**config.mk**
```make
export PLATFORM = sky130hd
export DESIGN_NAME = display_arbiter
export DESIGN_NICKNAME = d
export VERILOG_FILES = /design/src/rtl/disp_pkg.sv /design/src/rtl/display_lz_blank.sv /design/src/rtl/display_arbiter.sv
export SDC_FILE = /design/constraint.sdc
export NUM_CORES = 1
export LEC_CHECK = 0
export CAP_MARGIN = 20
export CORE_MARGIN = 2
export CORE_UTILIZATION = 45
export CTS_BUF_LIST = sky130_fd_sc_hd__clkbuf_8
export CTS_CLUSTER_DIAMETER = 50
export CTS_CLUSTER_SIZE = 12
export DETAILED_ROUTE_END_ITERATION = 16
export PLACE_DENSITY = 0.83
export REMOVE_ABC_BUFFERS = 1
export SETUP_SLACK_MARGIN = 0.1
export SYNTH_ARGS = -nofsm -noshare
export SYNTH_HDL_FRONTEND = slang
export SYNTH_SLANG_ARGS = --single-unit
export TNS_END_PERCENT = 1
```
**constraint.sdc**
```tcl
create_clock -name clk -period 3.1 [get_ports clk]
set_input_delay 0.93 -clock clk [delete_from_list [all_inputs] [get_ports clk]]
set_output_delay 0.93 -clock clk [all_outputs]
set_load 0.05 [all_outputs]
```
**src/rtl/disp_pkg.sv**
```systemverilog
// Shared types and constants for the display arbiter and its helpers.
// Holds the FSM state enum, source indices, blank mask and round-robin pick.
package disp_pkg;

    typedef enum logic [1:0] {
        ST_IDLE,
        ST_SHOW,
        ST_ALERT
    } state_e;

    localparam logic [1:0] SRC_P1    = 2'd0;
    localparam logic [1:0] SRC_P2    = 2'd1;
    localparam logic [1:0] SRC_ALERT = 2'd2;

    localparam logic [3:0] BLANK_ALL = 4'b1111;

    typedef struct packed {
        logic       vld;
        logic [1:0] src;
    } pick_t;

    // First requesting score source, searching from the round-robin pointer.
    function automatic pick_t pick_score(input logic [1:0] r, input logic rr);
        pick_t p;
        p.vld = 1'b0;
        p.src = SRC_P1;
        if (r[rr]) begin
            p.vld = 1'b1;
            p.src = {1'b0, rr};
        end else if (r[~rr]) begin
            p.vld = 1'b1;
            p.src = {1'b0, ~rr};
        end
        return p;
    endfunction

endpackage

```
**src/rtl/display_lz_blank.sv**
```systemverilog
// Leading-zero blank mask for a 4-digit hex display (1 = digit dark).
// Ports: value (16-bit, digit 0 = [3:0]) in; blank (4-bit) out.
module display_lz_blank #(
    parameter bit BLANK_LZ = 1'b1
) (
    input  logic [15:0] value,
    output logic [3:0]  blank
);

    always_comb begin
        blank = 4'b0000;
        if (BLANK_LZ) begin
            blank[3] = (value[15:12] == 4'h0);
            blank[2] = (value[15:8]  == 8'h00);
            blank[1] = (value[15:4]  == 12'h000);
            // Digit 0 always lit so a zero value shows a single "0".
            blank[0] = 1'b0;
        end
    end

endmodule

```
**src/rtl/display_arbiter.sv**
```systemverilog
// Time-shares a 4-digit display between two score pages and an alert page.
// Ports: clk, rst (sync, active-high), req[2:0], value0..2 in;
//        gnt, disp_value, disp_blank, done out (all registered).
module display_arbiter
    import disp_pkg::*;
#(
    parameter int unsigned DWELL_CYCLES = 50_000_000,
    parameter int unsigned ALERT_HOLD   = 100_000_000,
    parameter bit          BLANK_LZ     = 1'b1
) (
    input  logic        clk,
    input  logic        rst,
    input  logic [2:0]  req,
    input  logic [15:0] value0,
    input  logic [15:0] value1,
    input  logic [15:0] value2,
    output logic [2:0]  gnt,
    output logic [15:0] disp_value,
    output logic [3:0]  disp_blank,
    output logic [2:0]  done
);

    localparam int unsigned CNT_MAX =
        (DWELL_CYCLES > ALERT_HOLD) ? DWELL_CYCLES : ALERT_HOLD;
    localparam int unsigned CW = $clog2(CNT_MAX);
    localparam logic [CW-1:0] DWELL_LAST = CW'(DWELL_CYCLES - 1);
    localparam logic [CW-1:0] ALERT_LAST = CW'(ALERT_HOLD - 1);

    state_e        state_q, state_d;
    logic [2:0]    gnt_q, gnt_d;
    logic [15:0]   val_q, val_d;
    logic [3:0]    blank_q, blank_d;
    logic [2:0]    done_q, done_d;
    logic          rr_q, rr_d;
    logic [CW-1:0] cnt_q, cnt_d;

    pick_t       idle_pick;
    logic        nxt_vld;
    logic [1:0]  nxt_src;
    logic [1:0]  cur_src;
    logic [1:0]  oth_src;
    logic [15:0] sel_val;
    logic [3:0]  lz_mask;

    assign cur_src = gnt_q[1] ? SRC_P2 : SRC_P1;
    assign oth_src = gnt_q[1] ? SRC_P1 : SRC_P2;

    always_comb begin
        state_d   = state_q;
        rr_d      = rr_q;
        cnt_d     = cnt_q;
        done_d    = 3'b000;
        nxt_vld   = 1'b0;
        nxt_src   = SRC_P1;
        idle_pick = pick_score(req[1:0], rr_q);
        unique case (state_q)
            ST_IDLE: begin
                cnt_d = '0;
                if (req[SRC_ALERT]) begin
                    state_d = ST_ALERT;
                    nxt_vld = 1'b1;
                    nxt_src = SRC_ALERT;
                end else if (idle_pick.vld) begin
                    state_d = ST_SHOW;
                    nxt_vld = 1'b1;
                    nxt_src = idle_pick.src;
                end
            end
            ST_SHOW: begin
                nxt_vld = 1'b1;
                nxt_src = cur_src;
                cnt_d   = cnt_q + CW'(1);
                if (req[SRC_ALERT]) begin
                    state_d = ST_ALERT;
                    nxt_src = SRC_ALERT;
                    cnt_d   = '0;
                end else if (!req[cur_src]) begin
                    cnt_d = '0;
                    if (req[oth_src]) begin
                        nxt_src = oth_src;
                    end else begin
                        state_d = ST_IDLE;
                        nxt_vld = 1'b0;
                    end
                end else if (cnt_q == DWELL_LAST) begin
                    done_d[cur_src] = 1'b1;
                    rr_d  = oth_src[0];
                    cnt_d = '0;
                    if (req[oth_src]) begin
                        nxt_src = oth_src;
                    end
                end
            end
            ST_ALERT: begin
                nxt_vld = 1'b1;
                nxt_src = SRC_ALERT;
                if (cnt_q != ALERT_LAST) begin
                    cnt_d = cnt_q + CW'(1);
                end else if (!req[SRC_ALERT]) begin
                    done_d[SRC_ALERT] = 1'b1;
                    cnt_d = '0;
                    if (idle_pick.vld) begin
                        state_d = ST_SHOW;
                        nxt_src = idle_pick.src;
                    end else begin
                        state_d = ST_IDLE;
                        nxt_vld = 1'b0;
                    end
                end
            end
            default: begin
                state_d = ST_IDLE;
                cnt_d   = '0;
            end
        endcase
    end

    always_comb begin
        sel_val = value0;
        unique case (nxt_src)
            SRC_P1:    sel_val = value0;
            SRC_P2:    sel_val = value1;
            SRC_ALERT: sel_val = value2;
            default:   sel_val = value0;
        endcase
    end

    display_lz_blank #(
        .BLANK_LZ (BLANK_LZ)
    ) u_lz (
        .value (sel_val),
        .blank (lz_mask)
    );

    always_comb begin
        gnt_d   = nxt_vld ? (3'b001 << nxt_src) : 3'b000;
        val_d   = nxt_vld ? sel_val : 16'h0000;
        blank_d = nxt_vld ? lz_mask : BLANK_ALL;
    end

    always_ff @(posedge clk) begin
        if (rst) begin
            state_q <= ST_IDLE;
            gnt_q   <= 3'b000;
            val_q   <= 16'h0000;
            blank_q <= BLANK_ALL;
            done_q  <= 3'b000;
            rr_q    <= 1'b0;
            cnt_q   <= '0;
        end else begin
            state_q <= state_d;
            gnt_q   <= gnt_d;
            val_q   <= val_d;
            blank_q <= blank_d;
            done_q  <= done_d;
            rr_q    <= rr_d;
            cnt_q   <= cnt_d;
        end
    end

    assign gnt        = gnt_q;
    assign disp_value = val_q;
    assign disp_blank = blank_q;
    assign done       = done_q;

endmodule

```
==> results.rst <==
.. list-table::
   :header-rows: 1

   * - Metric
     - Value
   * - Critical path buffers and inverters
     - 3
   * - Final WL
     - between 8 and 9 mm
   * - Least-Margin Pin Slew
     - approximately 0.74 ns
   * - Clock period minus worst slack
     - between 2 and 3 ns
   * - Cell Chain, Critical Path
     - or3_1 > or4_4 > o21a_1 > o2111ai_1 > nand2_1 > buf_4 > ha_4 > buf_4 > buf_4 > a22oi_1 > nor2_1 > a21oi_1 > a41o_1
   * - Number of clock sinks
     - 56
   * - Clock share of power
     - 0.196
   * - Overflow after GRT
     - 0
   * - Total number of nets in the final design
     - around 510
   * - Worst r2r path cells
     - 13
   * - Switching power as a share of total power
     - 0.371
   * - Post-synthesis cell area
     - roughly 0.0028 sq mm
   * - First drt pass iteration count
     - 5
   * - Area fraction in compound gates after synthesis
     - 0.144
   * - Die footprint
     - roughly 0.0069 sq mm
   * - Post-synthesis sequential element count
     - 56
   * - Number of DRC violations after detailed routing
     - 0
   * - Synth area leaders
     - sky130_fd_sc_hd__dfxtp_1 (40%), sky130_fd_sc_hd__nor2_1 (9.1%), sky130_fd_sc_hd__a22oi_1 (4.5%)
   * - Number of nets with antenna violations after detailed routing
     - 0
   * - First-pass GRT wire length
     - 12.5 mm
   * - Multiplexer area fraction after synthesis
     - 0.00712
   * - Total via count in the routed design
     - about 2,900
   * - Worst Setup End Kind
     - register
   * - Async SR Flop Fraction
     - 0
   * - Mapped Cells
     - 342
   * - Family with the most delay on the worst path
     - simple AND/OR/NAND/NOR gates
   * - DRC marker count from the first detailed-route iteration
     - ~150
   * - Worst ir drop on vdd
     - ~430 uV
   * - Worst hold path startpoint
     - state_q[0]
   * - Via count normalized by instance count
     - about 5.6
   * - Final setup skew
     - approximately 0.016 ns
   * - Endpoint with the worst hold slack
     - state_q[0]
   * - Fill count
     - around 470
   * - Fraction of final layout cells sized beyond drive strength 1
     - 0.163
   * - Count of port buffers added during placement
     - 78
   * - Number of global-route vias before repair
     - between 2,000 and 3,000
   * - Area growth syn-to-layout
     - 44.3%
   * - Avg Inst Size Synth
     - ~8.2 sq um
   * - Total instance count after detailed placement
     - between 500 and 600
   * - Kind of critical path
     - reg -> reg
   * - Final core occ
     - 0.677
   * - Worst slew slack as a fraction of its limit
     - 0.501
   * - Number of buffers added by the clock tree synthesis step
     - 5
   * - RSZ-0062 raised after global routing
     - true
   * - CP Max Fanout
     - 9
   * - Width of the die
     - slightly above 80 um
   * - Post-synthesis adder-cell area fraction
     - 0.0312
   * - Max stage delay on crit path
     - ~0.50 ns
   * - Total number of placement rows
     - 28
   * - Area share of the largest cell type after synthesis
     - 0.399
   * - Leakage power
     - roughly 1.5 nW
   * - Root buf cell
     - sky130_fd_sc_hd__clkbuf_8
   * - Starting utilization of the core area
     - 0.469
   * - CTS Hold Buffers Added
     - 0
   * - Category of the worst setup path launch point
     - register
   * - Non-Filler Instances
     - approximately 520
   * - Share of synthesized area occupied by flip-flops and latches
     - 0.399
   * - Sequential cell fraction of total power
     - 0.380
   * - Number of endpoints failing setup at the final stage
     - 0
   * - Source of the worst register-to-register timing path
     - cnt_q[7]
   * - Routability Congestion
     - about 0.86
   * - Clock latency of the later-clocked register in the worst-skew pair
     - 0.31 ns
   * - Register-to-Register Setup Slack
     - approximately 0.14 ns
   * - Largest buffer count on any clock path
     - 2
   * - Boundary Pins
     - 79
   * - Worst flop-to-flop path endpoint
     - disp_blank[1]
   * - CP Data Required Time
     - roughly 3.4 ns
   * - Parity-gate share of the synthesized area counting xor and xnor cells
     - 0.0654
   * - Count of pins over their slew limit
     - 0
   * - Antenna cells
     - 0
   * - Number of endpoints with negative hold slack in the final report
     - 0
   * - CP dominant cell by count
     - sky130_fd_sc_hd__buf_4
   * - Maximum number of pins on one net before global-route repair
     - 19
   * - Combinational family with the most area after synthesis
     - simple AND/OR/NAND/NOR gates
   * - Yosys warning count
     - 0
   * - Die Height
     - between 80 and 90 um
   * - Initial antenna violation count
     - 0
   * - Routed wirelength normalized by instance count
     - ~15 um
   * - Internal power of the cells
     - between 0.001 and 0.0015 W
   * - Peak clock frequency supported by timing
     - roughly 0.34 GHz
   * - Tot GR Track Use
     - 0.218
   * - Area fraction in and, or, nand and nor cells after synthesis
     - 0.306
   * - Number of cells traversed by the worst hold path
     - 2
   * - H-tree levels
     - 2
   * - Core Area
     - 0.00599 sq mm
   * - Distinct cell type count of the synthesized netlist
     - 52
   * - Arrival time worst endpoint
     - ~3.2 ns
   * - Worst hold path type
     - reg -> reg
   * - Clock-pin slew of the registers on the worst-case setup and hold paths
     - about 0.11 ns
   * - Cell with the biggest individual delay on the critical path
     - sky130_fd_sc_hd__or4_4
   * - Worst-case hold slack
     - approximately 0.52 ns
   * - Max_cap viols
     - 0
   * - Library cell with the largest summed area after synthesis
     - sky130_fd_sc_hd__dfxtp_1
   * - Final clock period utilization by the worst path
     - 0.956
   * - Post-DP HPWL
     - 5.99 mm
   * - Net switching component of the power
     - roughly 0.00079 W
   * - Number of flops mapped to enable cells by yosys
     - 0
   * - Power Dens Cells
     - about 520 mW/mm^2
   * - CTS tree
     - built
   * - Result of the run
     - completed
   * - Total power of the final layout
     - roughly 0.0021 W
   * - Dominant register cell in the synthesized netlist
     - sky130_fd_sc_hd__dfxtp_1
   * - Power share of the combinational group
     - 0.423
timing repair:
| action | 4_1_cts | 5_1_grt |
|---|---|---|
| gates resized for setup | 4 | 16 |
| setup endpoints to repair | 4 | 5 |
| pin swaps | 1 | 3 |
| setup buffers | 2 | 3 |
Yosys cell counts (all sizes together), types with 3 or more instances:
cell     n
nand3   13
and2     6
clkbuf  13
buf      6
nand4   15
ha       7
a21oi   22
and3     3
nor3    14
inv      8
a22oi   17
nor4     6
nor3b    4
o22ai    5
o21ai    7
nor2    69
xor2     9
dfxtp   56
xnor2   12
nand2   21
power by group through the flow:
stage,registers (W),clock network [W],logic [W]
2_1_floorplan,0.00103,0,0.000266
3_3_place_gp,0.000822,0,0.000798
3_5_place_dp,0.000825,0,0.000812
4_1_cts,0.000810,0.000425,0.000835
5_1_grt,0.000814,0.000448,0.000952
6_report,0.000809,0.000418,0.000902
kinds of logic after synthesis:
family | after synthesis
flip-flops | 56
AO/OA/AOI/OAI | 62
AND/OR/NAND/NOR | 167
adder cells (fa/ha/maj) | 7
XOR/XNOR | 21
buffers and inverters | 27
multiplexers | 2
layer usage:
layer,global-route usage,part of all wire,up-vias
met2,0.388,0.52,104
met5,0,0,-
met1,0.247,0.40,1391
met3,0.0596,0.060,17
li1,-,-,1418
met4,0.0835,0.020,0
worst min-delay path, stage by stage, from the launching register on:
cell and delay [ns]:
sky130_fd_sc_hd__dfxtp_1 0.36, sky130_fd_sc_hd__nand2_1 0.07, sky130_fd_sc_hd__a21oi_1 0.06
cells in the final DEF (no fill, tap or decap), types with 13 or more instances in the layout:
cell type | netlist | final
sky130_fd_sc_hd__dfxtp_1 | 56 | 56
sky130_fd_sc_hd__nand3_1 | 13 | 13
sky130_fd_sc_hd__nor3_1 | 13 | 13
sky130_fd_sc_hd__nor2_1 | 68 | 66
sky130_fd_sc_hd__a22oi_1 | 17 | 15
sky130_fd_sc_hd__nand2_1 | 21 | 21
sky130_fd_sc_hd__a21oi_1 | 22 | 15
sky130_fd_sc_hd__buf_4 | 2 | 39
sky130_fd_sc_hd__clkdlybuf4s50_1 | 0 | 76
sky130_fd_sc_hd__nand4_1 | 14 | 14
layout make-up:
class	instances	area, sq um	share of cell area
Inverter	8	30.0	0.00740
Tap cell	75	93.8	0.0231
Clock buffer	6	82.6	0.0204
Multi-Input combinational cell	259	1640	0.404
Clock inverter	2	11.3	0.00278
Sequential cell	56	1120	0.276
Timing Repair Buffer	117	1080	0.266
worst max-delay path by stage:
stage               endpoint  startpoint  slack (ns)  cells after the start
2_1_floorplan  disp_blank[2]    cnt_q[7]       -0.03                     10
3_3_place_gp   disp_blank[1]      req[1]       -0.27                     11
3_5_place_dp   disp_blank[1]      req[1]       -0.36                     12
4_1_cts        disp_blank[1]    cnt_q[7]        0.11                     14
5_1_grt        disp_blank[1]    cnt_q[7]        0.01                     13
6_report       disp_blank[1]    cnt_q[7]        0.14                     13
state kept, by name (all words and copies together), names as in the netlist:
register,count
done,3
rr_q,1
state_q,2
cnt_q,27
disp_blank,4
gnt,3
disp_value,16
metrics by stage:
step	setup WS (ns)	setup TNS [ns]	area, sq um
after floorplan	-0.0283	-0.0510	2710
after global placement	-0.269	-1.10	3840
after detailed placement	-0.364	-2.15	3840
after CTS	0.113	0	3970
after global routing	0.0136	0	4060
final	0.136	0	4060
(Power assumes the default switching activity.)
